### config.mk
export PLATFORM = sky130hd
export DESIGN_NAME = battle_fsm
export DESIGN_NICKNAME = d
export VERILOG_FILES = /design/src/rtl/battle_fsm.sv
export SDC_FILE = /design/constraint.sdc
export NUM_CORES = 1
export LEC_CHECK = 0
export CAP_MARGIN = 25
export CORE_MARGIN = 4
export CORE_UTILIZATION = 44
export CTS_BUF_LIST = sky130_fd_sc_hd__clkbuf_4
export CTS_CLUSTER_DIAMETER = 50
export DETAILED_ROUTE_END_ITERATION = 10
export PLACE_DENSITY = 0.76
export SLEW_MARGIN = 20
export SYNTH_ARGS = -nofsm -noshare
export SYNTH_HDL_FRONTEND = slang
export SYNTH_SLANG_ARGS = --single-unit
### constraint.sdc
create_clock -name clk -period 3.25 [get_ports clk]
set_input_delay 0.4875 -clock clk [delete_from_list [all_inputs] [get_ports clk]]
set_output_delay 0.4875 -clock clk [all_outputs]
set_load 0.03 [all_outputs]
### src/rtl/battle_fsm.sv
// battle_fsm: top-level battle sequencer (MENU -> DODGE -> ACTION -> ATTACK -> RESULT).
// Owns page/substage, player and monster HP, the shared page timer, action-menu
// selection and the movement instruction decode for the player sprite.
// Optional feature: define HIT_IFRAME_EN to ignore further hits for IFRAME_CYCLES
// cycles after an applied hit.
module battle_fsm #(
  parameter int unsigned HP_W          = 8,
  parameter int unsigned MON_HP_MAX    = 100,
  parameter int unsigned PLAYER_HP_MAX = 20,
  parameter int unsigned HEAL_AMT      = 5,
  parameter int unsigned N_ACTIONS     = 4,
  parameter int unsigned DODGE_CYCLES  = 1000000,
  parameter int unsigned ATK_TIMEOUT   = 500000,
  parameter int unsigned IFRAME_CYCLES = 50000
) (
  input  logic            clk,
  input  logic            reset,
  input  logic [3:0]      keyboard,
  input  logic            is_hit,
  input  logic [HP_W-1:0] hit_dmg,
  input  logic            atk_pass,
  input  logic [HP_W-1:0] dmg_mon,
  output logic [7:0]      state,
  output logic [15:0]     player_instruction,
  output logic            is_move,
  output logic [HP_W-1:0] mon_hp,
  output logic [HP_W-1:0] player_hp
);

  // One timer width covers the dodge turn, the attack timeout and the i-frame window.
  localparam int unsigned TmrMax01 = (DODGE_CYCLES > ATK_TIMEOUT) ? DODGE_CYCLES : ATK_TIMEOUT;
  localparam int unsigned TmrMax   = (TmrMax01 > IFRAME_CYCLES) ? TmrMax01 : IFRAME_CYCLES;
  localparam int unsigned TW       = $clog2(TmrMax + 1);

  localparam logic [TW-1:0] DodgeLast = TW'(DODGE_CYCLES - 1);
  localparam logic [TW-1:0] AtkLast   = TW'(ATK_TIMEOUT - 1);
  localparam logic [3:0]    SelLast   = 4'(N_ACTIONS - 1);

  localparam logic [3:0] KeyW     = 4'd1;
  localparam logic [3:0] KeyD     = 4'd2;
  localparam logic [3:0] KeyS     = 4'd3;
  localparam logic [3:0] KeyA     = 4'd4;
  localparam logic [3:0] KeySpace = 4'd5;

  typedef enum logic [3:0] {
    PgMenu   = 4'h1,
    PgResult = 4'h2,
    PgDodge  = 4'h9,
    PgAttack = 4'hA,
    PgAction = 4'hB
  } page_e;

  page_e           page_q, page_d;
  logic [3:0]      sub_q, sub_d;
  logic [HP_W-1:0] php_q, php_d;
  logic [HP_W-1:0] mhp_q, mhp_d;
  logic [TW-1:0]   timer_q, timer_d;
  logic [15:0]     instr_q, instr_d;
  logic            move_q, move_d;
  logic [3:0]      prev_q;

  logic            press;
  logic            hit_apply;
  logic [HP_W-1:0] php_hit;
  logic [HP_W:0]   heal_sum;
  logic [HP_W-1:0] php_heal;
  logic [HP_W-1:0] mhp_atk;

  assign press    = (keyboard != 4'd0) && (keyboard != prev_q);
  assign php_hit  = (hit_dmg >= php_q) ? '0 : php_q - hit_dmg;
  assign heal_sum = {1'b0, php_q} + (HP_W + 1)'(HEAL_AMT);
  assign php_heal = (heal_sum > (HP_W + 1)'(PLAYER_HP_MAX)) ? HP_W'(PLAYER_HP_MAX)
                                                            : heal_sum[HP_W-1:0];
  assign mhp_atk  = (dmg_mon >= mhp_q) ? '0 : mhp_q - dmg_mon;

`ifdef HIT_IFRAME_EN
  logic [TW-1:0] ifr_q, ifr_d;

  assign hit_apply = is_hit && (ifr_q == '0);

  // Invulnerability countdown; only runs while staying in DODGE.
  always_comb begin
    ifr_d = '0;
    if (page_q == PgDodge && page_d == PgDodge) begin
      if (ifr_q != '0)  ifr_d = ifr_q - 1'b1;
      else if (is_hit)  ifr_d = TW'(IFRAME_CYCLES);
    end
  end

  // I-frame counter register.
  always_ff @(posedge clk or posedge reset) begin
    if (reset) ifr_q <= '0;
    else       ifr_q <= ifr_d;
  end
`else
  assign hit_apply = is_hit;
`endif

  // Next-state, HP arithmetic and movement decode.
  always_comb begin
    page_d  = page_q;
    sub_d   = sub_q;
    php_d   = php_q;
    mhp_d   = mhp_q;
    instr_d = 16'h0000;
    move_d  = 1'b0;

    case (page_q)
      PgMenu: begin
        if (press && keyboard == KeySpace) begin
          page_d = PgDodge;
          sub_d  = 4'd0;
          php_d  = HP_W'(PLAYER_HP_MAX);
          mhp_d  = HP_W'(MON_HP_MAX);
        end
      end
      PgDodge: begin
        if (keyboard >= KeyW && keyboard <= KeyA) begin
          instr_d = {4'h5, keyboard - 4'd1, 8'h00};
          move_d  = 1'b1;
        end
        if (hit_apply) php_d = php_hit;
        // Death is checked first so a lethal hit beats the turn timeout.
        if (php_d == '0) begin
          page_d = PgResult;
          sub_d  = 4'd2;
        end else if (timer_q == DodgeLast) begin
          page_d = PgAction;
          sub_d  = 4'd0;
        end
      end
      PgAction: begin
        if (press) begin
          if (keyboard == KeyD) begin
            sub_d = (sub_q == SelLast) ? 4'd0 : sub_q + 4'd1;
          end else if (keyboard == KeyA) begin
            sub_d = (sub_q == 4'd0) ? SelLast : sub_q - 4'd1;
          end else if (keyboard == KeySpace) begin
            sub_d = 4'd0;
            if (sub_q == 4'd0) begin
              page_d = PgAttack;
            end else begin
              if (sub_q == 4'd1) php_d = php_heal;
              page_d = PgDodge;
            end
          end
        end
      end
      PgAttack: begin
        if (atk_pass) begin
          mhp_d = mhp_atk;
          if (mhp_atk == '0) begin
            page_d = PgResult;
            sub_d  = 4'd1;
          end else begin
            page_d = PgDodge;
            sub_d  = 4'd0;
          end
        end else if (timer_q == AtkLast) begin
          page_d = PgDodge;
          sub_d  = 4'd0;
        end
      end
      PgResult: begin
        if (press && keyboard == KeySpace) begin
          page_d = PgMenu;
          sub_d  = 4'd0;
        end
      end
      default: begin
        page_d = PgMenu;
        sub_d  = 4'd0;
      end
    endcase

    // Shared page timer: clears on every page change, counts only on timed pages.
    if (page_d != page_q)                           timer_d = '0;
    else if (page_q == PgDodge || page_q == PgAttack) timer_d = timer_q + 1'b1;
    else                                             timer_d = '0;
  end

  // State and output registers.
  always_ff @(posedge clk or posedge reset) begin
    if (reset) begin
      page_q  <= PgMenu;
      sub_q   <= 4'd0;
      php_q   <= '0;
      mhp_q   <= '0;
      timer_q <= '0;
      instr_q <= 16'h0000;
      move_q  <= 1'b0;
      prev_q  <= 4'd0;
    end else begin
      page_q  <= page_d;
      sub_q   <= sub_d;
      php_q   <= php_d;
      mhp_q   <= mhp_d;
      timer_q <= timer_d;
      instr_q <= instr_d;
      move_q  <= move_d;
      prev_q  <= keyboard;
    end
  end

  assign state              = {page_q, sub_q};
  assign player_instruction = instr_q;
  assign is_move            = move_q;
  assign mon_hp             = mhp_q;
  assign player_hp          = php_q;

endmodule

==> results.sh <==
export IMPL_hpwl_mm=8.92
export IMPL_die_h_microns=108
export IMPL_num_antenna_cells=0
export IMPL_area_delta_synth_final_pct=32.8
export IMPL_dr_pass1_iters=5
export IMPL_synth_adder_area_share_pct=8.06
export IMPL_synth_edf_count=0
export IMPL_tightest_slew_ps=667
export IMPL_drive_gt1_share_pct=20.9
export IMPL_holdCritPathClass="input pin to asynchronous set/reset pin"
export IMPL_multi_input_area_sq_um=2950
export IMPL_p_leak_uw=0.00245
export IMPL_ff2ff_setup_slack_ps=20
export IMPL_slew_viol_final=0
export IMPL_die_w_microns=108
export IMPL_first_iter_violations=288
export IMPL_synth_compound_area_share_pct=26.5
export IMPL_fmax_ghz=0.309
export IMPL_cts_root_buf="clkbuf_4"
export IMPL_required_ps=3530
export IMPL_cts_max_path_buffers=2
export IMPL_coreArea_sq_um=9730
export IMPL_cts_max_level=2
export IMPL_ios=65
export IMPL_min_period_ps=3240
export IMPL_end_kind="register"
export IMPL_worst_slack_ps=10.4
export IMPL_reg2reg_from="mon_hp[0]"
export IMPL_clk_pin_slew_ps=170
export IMPL_wl_per_cell_microns=16.1
export IMPL_register_area_sq_um=1330
export IMPL_place_area_sq_um=5500
export IMPL_antenna_found_initial=0
export IMPL_worst_setup_path_type="input pin to register"
export IMPL_synth_top_family_by_area="compound AO/OA/AOI/OAI gates"
export IMPL_synth_mux_area_share_pct=1.00
export IMPL_arrival_ps=3520
export IMPL_rows=36
export IMPL_grt_pass1_vias=4213
export IMPL_crit_path_start_kind="input pin"
export IMPL_ys_ff_latch=53
export IMPL_fin_hold_ws_ps=439
export IMPL_port_buffers=54
export IMPL_drv_cap=0
export IMPL_final_area_sq_um=5820
export IMPL_avgSynthCellArea_sq_um=8.85
export IMPL_place_gp_congestion=0.916
export IMPL_start_util_pct=45.0
export IMPL_netlist_area_sq_um=4380
export IMPL_reg2regPathDepth=12
export IMPL_cts_num_sinks=53
export IMPL_fin_skew_ps=18.9
export IMPL_fill_cells=840
export IMPL_hold_viol_final=0
export IMPL_syn_inst=495
export IMPL_grt_pass1_wl_mm=19.5
export IMPL_avgViaCountPerCell=5.82
export IMPL_nets=661
export IMPL_timing_final_crit_share_pct=99.7
export IMPL_vias=4332
export IMPL_rr_endpoint="timer_q[9]"
export IMPL_crit_fanout=5
export IMPL_ys_flop_type="dfrtp_1"
export IMPL_cts_tree="done"
export IMPL_worstSetupStartpoint="dmg_mon[1]"
export IMPL_synth_distinct_cells=86
export IMPL_endpoint="timer_q[9]"
export IMPL_setup_violations=0
export IMPL_synthArstFlopShare_pct=100
export IMPL_grt_remaining_overflow=0
export IMPL_grt_max_degree=26
export IMPL_synth_warnings=0
export IMPL_yosysSeqAreaShare_pct=30.3
export IMPL_cts_buffers=5
export IMPL_p_per_area_nw_per_um2=306
export IMPL_slew_headroom_pct=55.5
export IMPL_pre_cts_ws_ps=-406
export IMPL_drc=0
export IMPL_yosys_area_share_simple_pct=20.8
export IMPL_die_area_sq_um=11600
export IMPL_grt_total_usage_pct=20.1
export IMPL_routed_wl_mm=12.0
export IMPL_grt_setup_unrepaired="true"
export IMPL_peakVddDrop_v=0.000167
export IMPL_worst_skew_pair_late_latency_ps=380
export IMPL_outcome="complete, no violations"
export IMPL_synthXorXnorAreaFrac_pct=5.60
export IMPL_drtAntennaViolNets=0
==> layout make-up <==
type | count | area share (%)
clock inverter | 3 | 0.796
inverter | 41 | 2.65
clock buffer | 5 | 0.645
timing repair buffer | 126 | 19.5
tap | 133 | 2.86
sequential | 53 | 22.8
multi-input combinational | 383 | 50.7
==> power breakdown <==
group / internal [uW] / switching, uW / leakage (uW) / total (uW)
combinational: 320 / 373 / 0.00170 / 693
sequential: 678 / 20.8 / 0.000707 / 699
clock: 163 / 224 / 0.0000414 / 388
total: 1160 / 618 / 0.00245 / 1780
==> worst min-delay path by stage <==
stage                          start  slack, ps  depth (start not counted)      endpoint
after floorplan           timer_q[0]        450                          1    timer_q[0]
after global placement    timer_q[0]        470                          1    timer_q[0]
after detailed placement  timer_q[0]        480                          1    timer_q[0]
after CTS                      reset        450                          2     prev_q[3]
after global routing           reset        470                          2  player_hp[0]
final                          reset        440                          2     page_q[1]
==> cells in the mapped netlist, drive strengths merged (3+ instances only) <==
master | number | area share [%]
a22oi | 4 | 0.69
nor4 | 3 | 0.43
a211oi | 16 | 2.9
and3 | 10 | 1.4
and2 | 4 | 0.57
nor2 | 35 | 3.0
o21ai | 18 | 2.1
nor3 | 10 | 1.1
xnor2 | 9 | 1.8
nand2b | 5 | 0.71
o32ai | 3 | 0.60
nor2b | 9 | 1.3
or4 | 3 | 0.60
o211ai | 8 | 1.5
a21oi | 27 | 3.2
or3 | 5 | 0.71
dfrtp | 52 | 30
a211o | 3 | 0.60
mux2 | 3 | 0.77
and4 | 3 | 0.60
o32a | 3 | 0.69
inv | 41 | 3.5
clkbuf | 8 | 0.69
a21o | 6 | 1.1
a2111oi | 14 | 4.7
nand2 | 38 | 3.3
ha | 25 | 7.1
o31ai | 5 | 1.1
xor2 | 19 | 3.8
nand4 | 7 | 1.0
nand3 | 16 | 1.9
a31oi | 7 | 1.1
buf | 20 | 3.4
nor3b | 8 | 1.4
==> state kept, by name, indices dropped and copies added (netlist names) <==
name and cells:
timer_q 20, mon_hp 8, player_hp 8, page_q 4, player_instruction 4, prev_q 4, sub_q 4, is_move 1
==> worst max-delay path, cell delays in order <==
cell             delay, ps
clkdlybuf4s50_1        450
inv_1                   70
ha_1                   310
nand2b_1               130
a211oi_2               300
mux2i_2                140
or4_4                  580
o31ai_4                220
o211ai_1               260
clkbuf_16              260
a2111oi_4              320
==> through the flow <==
step           power, uW  std cells  setup TNS (ps)  utilization, %
2_1_floorplan       1080        505               0               -
3_3_place_gp        1340        732           -7420            56.6
3_5_place_dp        1360        732           -9430            56.6
4_1_cts             1750        740               0            57.5
5_1_grt             1870        744           -1430            59.8
6_report            1780        744               0            59.8
==> logic make-up (layout without fill, tap and decap cells) <==
| kind of cell | count (synthesis) | count (layout) |
|---|---|---|
| AO/OA/AOI/OAI | 144 | 144 |
| XOR/XNOR | 28 | 28 |
| adder cells (fa/ha/maj) | 27 | 27 |
| buffers and inverters | 69 | 175 |
| flip-flops | 53 | 53 |
| multiplexers | 4 | 4 |
| other | 1 | 11 |
| AND/OR/NAND/NOR | 169 | 169 |
==> layer usage <==
metal | part of all wire (%) | global-route usage [%] | vias up | wire, microns
met2 | 50 | 33.7 | 167 | 5980
met1 | 43 | 27.0 | 2089 | 5180
met4 | 1.4 | 5.23 | 0 | 167
met5 | 0 | 0 | - | 0
li1 | - | - | 2055 | -
met3 | 5.7 | 3.30 | 21 | 687
==> what timing repair did <==
action                     CTS  global route
setup buffers                0             2
setup endpoints to repair    5            24
hold buffers                 0             0
gates cloned                 0             2
pin swaps                    0             3
gates resized for setup      1            29
==> placed cells by master, fill, tap and decap left out, types with 4 or more instances in the layout <==
cell / netlist / layout
or3_1: 5 / 5
nor3b_1: 8 / 7
a2111oi_2: 10 / 4
clkdlybuf4s50_1: 0 / 53
and3_1: 10 / 10
a21oi_1: 26 / 24
nand3_1: 15 / 15
nor2b_1: 9 / 9
nand4_1: 7 / 7
a22oi_1: 4 / 4
ha_1: 25 / 21
dfrtp_1: 52 / 52
conb_1: 1 / 11
inv_1: 41 / 39
a31oi_1: 6 / 6
nor2_1: 35 / 35
nand2_1: 38 / 38
a21o_1: 5 / 5
nor3_1: 10 / 9
xor2_1: 19 / 19
xnor2_1: 9 / 9
and2_1: 4 / 4
a211oi_1: 15 / 13
a2111oi_4: 1 / 8
o21ai_0: 17 / 16
o211ai_1: 7 / 7
clkbuf_4: 0 / 5
buf_4: 14 / 67
nand2b_1: 5 / 5
(Power assumes the default switching activity.)
